**src/rtl/ir_decode_pkg.sv**
```systemverilog
// Shared types for the decode stage: RV32I opcode constants and the RVFI record,
// plus the Tomasulo control word, op encoding and skid-buffer state.
package rv32i_types;

  localparam logic [6:0] OPC_LUI    = 7'b0110111;
  localparam logic [6:0] OPC_AUIPC  = 7'b0010111;
  localparam logic [6:0] OPC_JAL    = 7'b1101111;
  localparam logic [6:0] OPC_JALR   = 7'b1100111;
  localparam logic [6:0] OPC_BRANCH = 7'b1100011;
  localparam logic [6:0] OPC_LOAD   = 7'b0000011;
  localparam logic [6:0] OPC_STORE  = 7'b0100011;
  localparam logic [6:0] OPC_OP_IMM = 7'b0010011;
  localparam logic [6:0] OPC_OP     = 7'b0110011;

  typedef struct packed {
    logic        valid;
    logic [63:0] order;
    logic [31:0] inst;
    logic        trap;
    logic [4:0]  rs1_addr;
    logic [4:0]  rs2_addr;
    logic [31:0] rs1_rdata;
    logic [31:0] rs2_rdata;
    logic [4:0]  rd_addr;
    logic [31:0] rd_wdata;
    logic [31:0] pc_rdata;
    logic [31:0] pc_wdata;
    logic [31:0] mem_addr;
    logic [3:0]  mem_rmask;
    logic [3:0]  mem_wmask;
    logic [31:0] mem_rdata;
    logic [31:0] mem_wdata;
  } rvfi_word;

endpackage

package tomasula_types;

  // Encodings 5-7 are reserved; anything above 7 is handled by the LSQ.
  typedef enum logic [3:0] {
    BRANCH    = 4'd0,
    LUI       = 4'd1,
    AUIPC     = 4'd2,
    ARITH     = 4'd3,
    ARITH_IMM = 4'd4,
    LOAD      = 4'd8,
    STORE     = 4'd9
  } op_t;

  typedef struct packed {
    op_t         op;
    logic [2:0]  funct3;
    logic        funct7;
    logic [4:0]  rd;
    logic [4:0]  src1;
    logic        src1_valid;
    logic [4:0]  src2;
    logic        src2_valid;
    logic [31:0] src2_data;
    logic [31:0] og_instr;
    logic [31:0] og_pc;
    logic [31:0] pc;
  } ctl_word;

  typedef enum logic [1:0] {
    EMPTY = 2'd0,
    ONE   = 2'd1,
    TWO   = 2'd2
  } buf_state_t;

  function automatic logic routesToLsq(input op_t op);
    return op[3];
  endfunction

endpackage

```
**src/rtl/ir_decode_if.sv**
```systemverilog
// Decode-to-instruction-queue link: the decode stage drives the head entry,
// the queue reports its fullness back.
interface IQ_2_IR;
  import rv32i_types::*;
  import tomasula_types::*;

  logic     ld_iq;
  ctl_word  control_word;
  rvfi_word rvfi;
  logic     issue_q_full_n;

  modport IR_SIG (output ld_iq, control_word, rvfi, input issue_q_full_n);
  modport IQ_SIG (input ld_iq, control_word, rvfi, output issue_q_full_n);

endinterface

```
**src/rtl/ir_decode_decoder.sv**
```systemverilog
// Purely combinational RV32I decoder producing the control word and the
// matching RVFI record for one raw instruction.
module rv32i_decoder
  import rv32i_types::*;
  import tomasula_types::*;
(
  input  logic [31:0] i_instr,
  input  logic [31:0] i_pc,
  input  logic [31:0] i_predPc,
  output ctl_word     o_ctl,
  output rvfi_word    o_rvfi
);

  logic [31:0] w_immI;
  logic [31:0] w_immU;
  logic [4:0]  w_rs1;
  logic [4:0]  w_rs2;
  logic [4:0]  w_rd;

  assign w_immI = {{20{i_instr[31]}}, i_instr[31:20]};
  assign w_immU = {i_instr[31:12], 12'b0};
  assign w_rs1  = i_instr[19:15];
  assign w_rs2  = i_instr[24:20];
  assign w_rd   = i_instr[11:7];

  // Unused register fields stay zero so the RVFI addresses follow the control word.
  always_comb begin
    o_ctl          = '0;
    o_rvfi         = '0;
    o_ctl.funct3   = i_instr[14:12];
    o_ctl.funct7   = i_instr[30];
    o_ctl.og_instr = i_instr;
    o_ctl.og_pc    = i_pc;
    o_ctl.pc       = i_predPc;

    case (i_instr[6:0])
      OPC_LUI: begin
        o_ctl.op         = LUI;
        o_ctl.rd         = w_rd;
        o_ctl.src2_data  = w_immU;
        o_ctl.src2_valid = 1'b1;
      end
      OPC_AUIPC: begin
        o_ctl.op         = AUIPC;
        o_ctl.rd         = w_rd;
        o_ctl.src2_data  = i_pc + w_immU;
        o_ctl.src2_valid = 1'b1;
      end
      OPC_OP_IMM: begin
        o_ctl.op         = ARITH_IMM;
        o_ctl.rd         = w_rd;
        o_ctl.src1       = w_rs1;
        o_ctl.src2_data  = w_immI;
        o_ctl.src2_valid = 1'b1;
      end
      OPC_OP: begin
        o_ctl.op   = ARITH;
        o_ctl.rd   = w_rd;
        o_ctl.src1 = w_rs1;
        o_ctl.src2 = w_rs2;
      end
      OPC_BRANCH: begin
        o_ctl.op   = BRANCH;
        o_ctl.src1 = w_rs1;
        o_ctl.src2 = w_rs2;
      end
      OPC_JAL: begin
        o_ctl.op = BRANCH;
        o_ctl.rd = w_rd;
      end
      OPC_JALR: begin
        o_ctl.op   = BRANCH;
        o_ctl.rd   = w_rd;
        o_ctl.src1 = w_rs1;
      end
      OPC_LOAD: begin
        o_ctl.op         = LOAD;
        o_ctl.rd         = w_rd;
        o_ctl.src1       = w_rs1;
        o_ctl.src2_data  = w_immI;
        o_ctl.src2_valid = 1'b1;
      end
      OPC_STORE: begin
        o_ctl.op   = STORE;
        o_ctl.src1 = w_rs1;
        o_ctl.src2 = w_rs2;
      end
      default: begin
        o_ctl.op         = ARITH_IMM;
        o_ctl.src2_valid = 1'b1;
      end
    endcase

    o_rvfi.inst     = i_instr;
    o_rvfi.pc_rdata = i_pc;
    o_rvfi.pc_wdata = i_predPc;
    o_rvfi.rs1_addr = o_ctl.src1;
    o_rvfi.rs2_addr = o_ctl.src2;
    o_rvfi.rd_addr  = o_ctl.rd;
  end

endmodule

```
**src/rtl/ir_decode.sv**
```systemverilog
// Fetch-to-issue stage: decodes fetched instructions into a two-entry skid buffer
// whose head is presented to the instruction queue.
module ir_decode
  import rv32i_types::*;
  import tomasula_types::*;
(
  input  logic          clk,
  input  logic          rst,
  input  logic          flush,
  input  logic          instr_valid_i,
  input  logic [31:0]   instr_i,
  input  logic [31:0]   pc_i,
  input  logic [31:0]   pred_pc_i,
  output logic          instr_ready_o,
  IQ_2_IR.IR_SIG        iq_ir_itf,
  input  logic          ack_i,
  output logic [31:0]   decoded_count_o
);

  typedef struct packed {
    ctl_word  cw;
    rvfi_word rvfi;
  } entry_t;

  buf_state_t  r_state;
  buf_state_t  w_nextState;
  entry_t      r_head;
  entry_t      r_skid;
  logic [31:0] r_count;
  ctl_word     w_newCtl;
  rvfi_word    w_newRvfi;
  logic        w_ldIq;
  logic        w_push;
  logic        w_pop;
  logic        w_loadHead;
  logic        w_loadSkid;
  logic        w_promoteSkid;

  rv32i_decoder u_decoder (
    .i_instr  (instr_i),
    .i_pc     (pc_i),
    .i_predPc (pred_pc_i),
    .o_ctl    (w_newCtl),
    .o_rvfi   (w_newRvfi)
  );

  // Ready comes straight from the state register so fetch never sees ack/flush paths.
  assign instr_ready_o          = (r_state != TWO);
  assign w_ldIq                 = (r_state != EMPTY);
  assign w_push                 = instr_valid_i & instr_ready_o & ~flush;
  assign w_pop                  = w_ldIq & ack_i;
  assign iq_ir_itf.ld_iq        = w_ldIq;
  assign iq_ir_itf.control_word = r_head.cw;
  assign iq_ir_itf.rvfi         = r_head.rvfi;
  assign decoded_count_o        = r_count;

  always_comb begin
    w_nextState   = r_state;
    w_loadHead    = 1'b0;
    w_loadSkid    = 1'b0;
    w_promoteSkid = 1'b0;
    case (r_state)
      EMPTY: begin
        if (w_push) begin
          w_nextState = ONE;
          w_loadHead  = 1'b1;
        end
      end
      ONE: begin
        if (w_push && w_pop) begin
          w_loadHead = 1'b1;
        end else if (w_push) begin
          w_nextState = TWO;
          w_loadSkid  = 1'b1;
        end else if (w_pop) begin
          w_nextState = EMPTY;
        end
      end
      TWO: begin
        if (w_pop) begin
          w_nextState   = ONE;
          w_promoteSkid = 1'b1;
        end
      end
      default: w_nextState = EMPTY;
    endcase
    if (flush) begin
      w_nextState = EMPTY;
    end
  end

  always_ff @(posedge clk or posedge rst) begin
    if (rst) begin
      r_state <= EMPTY;
    end else begin
      r_state <= w_nextState;
    end
  end

  always_ff @(posedge clk or posedge rst) begin
    if (rst) begin
      r_head <= '0;
      r_skid <= '0;
    end else begin
      if (w_loadHead) begin
        r_head <= '{cw: w_newCtl, rvfi: w_newRvfi};
      end else if (w_promoteSkid) begin
        r_head <= r_skid;
      end
      if (w_loadSkid) begin
        r_skid <= '{cw: w_newCtl, rvfi: w_newRvfi};
      end
    end
  end

  always_ff @(posedge clk or posedge rst) begin
    if (rst) begin
      r_count <= '0;
    end else if (w_pop) begin
      r_count <= r_count + 32'd1;
    end
  end

endmodule

```
**src/flat_wrapper.sv**
```systemverilog
// flat-port wrapper written by rule: the top's interface ports become plain ports
module ir_decode_flat import rv32i_types::*; import tomasula_types::*;
  (clk, rst, flush, instr_valid_i, instr_i, pc_i, pred_pc_i, instr_ready_o, ack_i, decoded_count_o, iq_ir_itf_ld_iq, iq_ir_itf_control_word, iq_ir_itf_rvfi, iq_ir_itf_issue_q_full_n);
  IQ_2_IR iq_ir_itf_i ();
  input  logic clk;
  input  logic rst;
  input  logic flush;
  input  logic instr_valid_i;
  input  logic [31:0] instr_i;
  input  logic [31:0] pc_i;
  input  logic [31:0] pred_pc_i;
  output logic instr_ready_o;
  input  logic ack_i;
  output logic [31:0] decoded_count_o;
  output wire logic [$bits(iq_ir_itf_i.ld_iq)-1:0] iq_ir_itf_ld_iq;
  output wire logic [$bits(iq_ir_itf_i.control_word)-1:0] iq_ir_itf_control_word;
  output wire logic [$bits(iq_ir_itf_i.rvfi)-1:0] iq_ir_itf_rvfi;
  input wire logic [$bits(iq_ir_itf_i.issue_q_full_n)-1:0] iq_ir_itf_issue_q_full_n;
  assign iq_ir_itf_ld_iq = iq_ir_itf_i.ld_iq;
  assign iq_ir_itf_control_word = iq_ir_itf_i.control_word;
  assign iq_ir_itf_rvfi = iq_ir_itf_i.rvfi;
  assign iq_ir_itf_i.issue_q_full_n = iq_ir_itf_issue_q_full_n;
  ir_decode u_core (.clk(clk), .rst(rst), .flush(flush), .instr_valid_i(instr_valid_i), .instr_i(instr_i), .pc_i(pc_i), .pred_pc_i(pred_pc_i), .instr_ready_o(instr_ready_o), .iq_ir_itf(iq_ir_itf_i), .ack_i(ack_i), .decoded_count_o(decoded_count_o));
endmodule
```
**config.mk**
```make
export PLATFORM = sky130hd
export DESIGN_NAME = ir_decode_flat
export DESIGN_NICKNAME = d
export VERILOG_FILES = /design/src/rtl/ir_decode_pkg.sv /design/src/rtl/ir_decode_if.sv /design/src/rtl/ir_decode_decoder.sv /design/src/rtl/ir_decode.sv /design/src/flat_wrapper.sv
export SDC_FILE = /design/constraint.sdc
export NUM_CORES = 1
export LEC_CHECK = 0
export ABC_AREA = 1
export ABC_CLOCK_PERIOD_IN_PS = 8900
export BUFFER_PORTS_ARGS = -buffer_cell sky130_fd_sc_hd__buf_2
export CAP_MARGIN = 15
export CORE_AREA = 3 3 261 263
export CTS_BUF_LIST = sky130_fd_sc_hd__clkbuf_4
export CTS_CLUSTER_DIAMETER = 80
export DETAILED_ROUTE_END_ITERATION = 8
export DIE_AREA = 0 0 264 266
export SLEW_MARGIN = 20
export SYNTH_ARGS = -nofsm -noshare
export SYNTH_HDL_FRONTEND = slang
export SYNTH_SLANG_ARGS = --single-unit
```
**constraint.sdc**
```tcl
create_clock -name clk -period 8.9 [get_ports clk]
set_clock_uncertainty 0.1 [all_clocks]
set_input_delay 0 -clock clk [delete_from_list [all_inputs] [get_ports clk]]
set_output_delay 0 -clock clk [all_outputs]
set_load 0.1 [all_outputs]
```
==> results of run 1 <==
-- routing by layer --
metal | share of wire | wire [um] | vias up | track usage
met5 | 0.00039 | 23 | - | 0
met4 | 0.023 | 1330 | 4 | 0.0551
met3 | 0.060 | 3530 | 93 | 0.0324
met2 | 0.49 | 28800 | 520 | 0.267
met1 | 0.43 | 25300 | 7421 | 0.209
li1 | - | - | 7411 | -
-- state kept, by name (all words and copies together) (netlist names) --
| name | cells |
|---|---|
| u_core.decoded_count_o | 32 |
| u_core.iq_ir_itf.control_word | 101 |
| u_core.iq_ir_itf.rvfi | 47 |
| u_core.r_skid | 148 |
| u_core.r_state | 2 |
-- stage by stage --
step,hold WS (ns),area (um2),util,cells
after floorplan,0.000343,19100,-,2429
after global placement,0.117,19100,0.290,3245
after detailed placement,0.122,19100,0.290,3245
after CTS,0.00320,22500,0.342,3632
after global routing,0.0268,22500,0.342,3634
final,0.0827,22500,0.342,3635
-- where the power goes --
| part | total, mW | internal, mW | switching (mW) |
|---|---|---|---|
| Combinational | 3.81 | 0.502 | 3.31 |
| Clock | 1.49 | 0.799 | 0.693 |
| Sequential | 2.16 | 1.89 | 0.264 |
| Total | 7.46 | 3.19 | 4.26 |
-- repair_timing --
| item | CTS | global route |
|---|---|---|
| endpoints found under the setup margin | 0 | 0 |
| gates resized for setup | 0 | 0 |
| hold endpoints to repair | 409 | 0 |
| hold buffers | 216 | 0 |
-- cell type report --
cell class              instances  area, um2  area share
multi-input cells            1490       7080       0.314
inverters                     147        561      0.0249
flip-flops and latches        330       8260       0.366
repair buffers                630       4290       0.190
well taps                     864       1080      0.0480
diodes                          3       7.51    0.000333
clock buffers                 144       1080      0.0480
clock inverters                27        180     0.00800
-- worst max-delay path by stage --
| stage | end | slack [ns] | cells after the start |
|---|---|---|---|
| final | u_core.iq_ir_itf.rvfi[204] | 4.83 | 14 |
| after global routing | u_core.iq_ir_itf.control_word[10] | 4.67 | 10 |
| after CTS | u_core.iq_ir_itf.control_word[10] | 4.91 | 10 |
| after detailed placement | u_core.iq_ir_itf.rvfi[272] | 5.82 | 7 |
| after global placement | u_core.iq_ir_itf.rvfi[270] | 5.90 | 7 |
| after floorplan | u_core.decoded_count_o[0] | 4.39 | 1 |
-- placed cells by master, fill, tap and decap left out, types with 6 or more instances in the layout --
master         instances
a21oi_1               30
a22o_1                11
a22oi_1               81
buf_2                397
buf_4                 16
clkbuf_4             144
clkinv_1              17
conb_1               267
dfrtp_1              330
dlygate4sd3_1        216
ha_1                  20
inv_1                137
inv_2                  8
nand2_1              732
nand3_1               51
nand3b_1               7
nand4_1                9
nor2_1                54
nor2_4                 6
nor3_1                 8
o211ai_1              40
o21ai_0               74
o21bai_1               6
o221ai_1               6
o22ai_1               10
o22ai_2                9
xnor2_1               12
xor2_1                22
-- critical path: stages --
cell	delay (ns)
dlygate4sd3_1	0.56
buf_2	0.17
dlygate4sd3_1	0.65
inv_1	0.12
nand2_1	0.11
dlygate4sd3_1	0.55
nor2_1	0.06
nand3_1	0.08
dlygate4sd3_1	0.55
nand2_1	0.06
dlygate4sd3_1	0.59
a21oi_2	0.14
dlygate4sd3_1	0.84
o221ai_1	0.16
-- cell families after synthesis --
family | after synthesis | synth area share
xor gates and xnor gates | 34 | 0.0165
AOI/OAI and AO/OA | 282 | 0.105
adders and majority gates | 21 | 0.0149
buffers and inverters | 609 | 0.209
other | 1 | 0.000207
DFF | 330 | 0.456
and+or+nand+nor | 886 | 0.198
==> flow_metrics.tcl, run 1 <==
set metrics [dict create \
    grt_pass1_vias 14900 \
    wirelength_um 59000 \
    fin_nets 2817 \
    ys_ff_latch 330 \
    io_buffers 397 \
    async_reset_ff_frac 1.00 \
    hold_class "input pin to flop" \
    drt_iter0_drc 1009 \
    tritoncts "done" \
    netlist.area_leader.share 0.456 \
    critPathKind "input pin to flop" \
    ys.flop_type "dfrtp_1" \
    synth-edff-count 0 \
    cp_max_fo 10 \
    worst_pin_slew_ns 1.07 \
    synth_area_um2 18100 \
    synth_area_leaders "dfrtp_1, buf_4, nand2_1" \
    post-synth-top-area-cell "dfrtp_1" \
    r2r-start "u_core.r_state[1]" \
    reg2reg_depth 10 \
    period_share 0.457 \
    setup_ws_ns 4.83 \
    power.density_nw_per_um2 331 \
    drt_pre_antenna_iters 5 \
    antenna_found_initial 7 \
    grt_pass1_wl_um 87900 \
    dieArea_um2 70200 \
    clk_latency_ns 0.83 \
    worstPathRequired_ns 9.45 \
    max_cap_violations 0 \
    hold_viol_final 0 \
    drcViolationCount 0 \
    grt_max_degree 114 \
    finalSetupViolCount 0 \
    avgViaCountPerCell 4.25 \
    routedWlPerCell_um 16.2 \
    critical_path.startpoint_type "input pin" \
    die_w_um 264 \
    final.setup.tns_ns 0 \
    num_rows 94 \
    arrival_ns 4.62 \
    ctsHtreeMaxLevel 3 \
    clkTransAtPathRegs_ns 0.06 \
    pre_cts_ws_ns 5.82 \
    fin_total_pwr_mw 7.46 \
    ys_seq_area_frac 0.456 \
    r2r_slack_ns 4.91 \
    core_um2 65900 \
    syn_to_final_growth_pct 24.5 \
    relSlewSlack 0.286 \
    hpwl_um 39900 \
    ant_nets 0 \
    hold_path.startpoint "instr_i[25]" \
    fill_cells 6916 \
    status "finished clean" \
    cts_setup_buffers 0 \
    cts_made_buffers 95 \
    fmax_mhz 246 \
    start_util 0.275 \
    die_y_um 266 \
    synth.yosys.warnings 0 \
    hold_path_depth 4 \
    p_leak_nw 12.1 \
    maxSlewViolCount 0 \
    crit_start "instr_i[4]" \
    r2r-end "u_core.iq_ir_itf.control_word[10]" \
    gp_congestion 0.840 \
    synth.distinct_cells 46 \
    root_buffer "clkbuf_4" \
    rsz0062_at_grt "false" \
    cts_sinks 330 \
    synth_common_cells "nand2_1, buf_4, dfrtp_1, inv_1, a22oi_1" \
    ir_drop_v 0.000294 \
    holdPathEnd "u_core.r_skid[305]" \
    syn_inst 2163 \
    finalCriticalPeriod_ns 4.07 \
    grt_overflow 0 \
    grt_usage 0.161 \
    end_kind "flop" \
    pin_count 666 \
    syn_avg_cell_area_um2 8.37 \
    yosysMostFrequentCell "nand2_1" \
    cts.path.max_buffers 3 \
    vias 15400 \
    drive_gt1_frac 0.222 \
]
(Power assumes the default switching activity.)
==> inputs of run 2 (changes only) <==
--- a/config.mk
+++ b/config.mk
@@ -6,14 +6,14 @@
 export NUM_CORES = 1
 export LEC_CHECK = 0
 export ABC_AREA = 1
-export ABC_CLOCK_PERIOD_IN_PS = 8900
+export ABC_CLOCK_PERIOD_IN_PS = 4250
 export BUFFER_PORTS_ARGS = -buffer_cell sky130_fd_sc_hd__buf_2
 export CAP_MARGIN = 15
-export CORE_AREA = 3 3 261 263
+export CORE_AREA = 3 3 260 262
 export CTS_BUF_LIST = sky130_fd_sc_hd__clkbuf_4
 export CTS_CLUSTER_DIAMETER = 80
 export DETAILED_ROUTE_END_ITERATION = 8
-export DIE_AREA = 0 0 264 266
+export DIE_AREA = 0 0 263 265
 export SLEW_MARGIN = 20
 export SYNTH_ARGS = -nofsm -noshare
 export SYNTH_HDL_FRONTEND = slang
==> constraint.sdc (replaced) <==
create_clock -name clk -period 4.25 [get_ports clk]
set_clock_uncertainty 0.1 [all_clocks]
set_input_delay 0 -clock clk [delete_from_list [all_inputs] [get_ports clk]]
set_output_delay 0 -clock clk [all_outputs]
set_load 0.1 [all_outputs]
==> flow_metrics.tcl, run 2 (same netlist as run 1, synthesis figures left out) <==
set metrics [dict create \
    status "finished clean" \
    cts_sinks 330 \
    reg2reg_depth 6 \
    clkTransAtPathRegs_ns 0.06 \
    hpwl_um 38700 \
    placed_cells 3243 \
    cts_resized 0 \
    wirelength_um 57800 \
    die_w_um 263 \
    fin_cells 3630 \
    gp_congestion 0.807 \
    hold_path.startpoint "instr_i[25]" \
    critical_path.startpoint_type "input pin" \
    cpPeakStageDelay_ns 0.85 \
    drt_pre_antenna_iters 5 \
    worst_pin_slew_ns 0.903 \
    fmax_mhz 241 \
    routedWlPerCell_um 15.9 \
    post-route-util 0.343 \
    ant_nets 0 \
    path_common_cell "dlygate4sd3_1" \
    p_leak_nw 12.1 \
    register_area_um2 8260 \
    crit_chain "dlygate4sd3_1, buf_2, dlygate4sd3_1, inv_1, nand2_1, dlygate4sd3_1, nor2_1, nand3_1, dlygate4sd3_1, nand2_1, dlygate4sd3_1, a21oi_2, dlygate4sd3_1, o221ai_1" \
    antenna_found_initial 9 \
    cp_max_fo 10 \
    arrival_ns 4.69 \
    hold_path_depth 4 \
    core_um2 65600 \
    final.setup.tns_ns 0 \
    r2r_slack_ns 1.57 \
    fin_nets 2815 \
    grt_usage 0.160 \
    finalSetupViolCount 0 \
    grt_overflow 0 \
    hold_class "input pin to flop" \
    power.density_nw_per_um2 685 \
    dieArea_um2 69700 \
    fill_cells 6890 \
    syn_to_final_growth_pct 24.2 \
    multiInputGateArea_um2 7080 \
    period_share 0.975 \
    top_register "u_core.r_skid" \
    r2r-end "u_core.iq_ir_itf.rvfi[270]" \
    avgViaCountPerCell 4.27 \
    drive_gt1_frac 0.219 \
    holdPathEnd "u_core.r_skid[305]" \
    cts.path.max_buffers 3 \
    start_util 0.276 \
    max_cap_violations 0 \
    grt_pass1_vias 15300 \
    ir_drop_v 0.000582 \
    critPathSlowestCell "dlygate4sd3_1" \
    mostFrequentLayoutCells "nand2_1, buf_2, dfrtp_1" \
    relSlewSlack 0.397 \
    crit_family "buffers and inverters" \
    finalCriticalPeriod_ns 4.14 \
    io_buffers 397 \
    rsz0062_at_grt "false" \
    pin_count 666 \
    cts_made_buffers 94 \
    drt_iter0_drc 985 \
    end_kind "flop" \
    clk_latency_ns 0.83 \
    hold_viol_final 0 \
    largest_register_ffs 148 \
    path_buf_inv 8 \
    num_rows 94 \
    critPathKind "input pin to flop" \
    r2r-start "u_core.r_state[1]" \
    grt_max_degree 149 \
    ctsHtreeMaxLevel 3 \
    grt_pass1_wl_um 88300 \
    drcViolationCount 0 \
    maxSlewViolCount 0 \
    worstPathRequired_ns 4.80 \
    die_y_um 265 \
    vias 15500 \
    final_common_cell "nand2_1" \
    tritoncts "done" \
    root_buffer "clkbuf_4" \
]
==> run 2: timing repair <==
item	CTS	global route
setup buffers	0	0
endpoints found under the setup margin	0	0
hold buffers	217	0
endpoints found under the hold margin	629	0
==> run 2: area by class of cell <==
class / count / area share
Antenna cell: 5 / 0.000556
Tap cell: 864 / 0.0481
Multi-Input combinational cell: 1490 / 0.315
Inverter: 147 / 0.0249
Clock buffer: 139 / 0.0464
Sequential cell: 330 / 0.367
Clock inverter: 26 / 0.00545
Timing Repair Buffer: 629 / 0.193
==> run 2: where the power goes <==
group          switching (mW)  internal, mW  total (mW)
registers               0.547          3.97        4.51
logic                    6.92          1.05        7.97
clock network            1.43          1.50        2.93
total                    8.89          6.51        15.4
==> run 2: per-stage QoR <==
stage | area [um2] | total power [mW] | hold WS, ns | setup WS (ns)
after floorplan | 19100 | 11.8 | 0.000343 | -0.257
after global placement | 19100 | 12.3 | 0.116 | 1.68
after detailed placement | 19100 | 12.4 | 0.120 | 1.63
after CTS | 22500 | 15.6 | 0.00248 | 0.286
after global routing | 22500 | 16.2 | 0.0193 | 0.0256
final | 22500 | 15.4 | 0.112 | 0.107
==> run 2: tightest hold or removal path, stage by stage <==
cell and delay, ns:
dlygate4sd3_1 0.55, buf_2 0.21, inv_1 0.11, o21ai_0 0.09
==> run 2: routing by layer <==
metal  GRT usage  vias to the layer above  share of wire
met2       0.264                      552           0.48
met4      0.0647                        4          0.033
met1       0.204                     7396           0.43
li1            -                     7404              -
met3      0.0342                      128          0.059
met5           0                        -        0.00045
==> run 2: worst max-delay path by stage <==
stage,cells after the start,endpoint,from
floorplan,1,u_core.decoded_count_o[0],rst
global placement,6,u_core.iq_ir_itf.rvfi[272],u_core.r_state[1]
detailed placement,6,u_core.iq_ir_itf.rvfi[270],u_core.r_state[1]
CTS,14,u_core.iq_ir_itf.rvfi[203],instr_i[4]
global route,14,u_core.iq_ir_itf.rvfi[203],instr_i[4]
finish,14,u_core.iq_ir_itf.rvfi[203],instr_i[4]
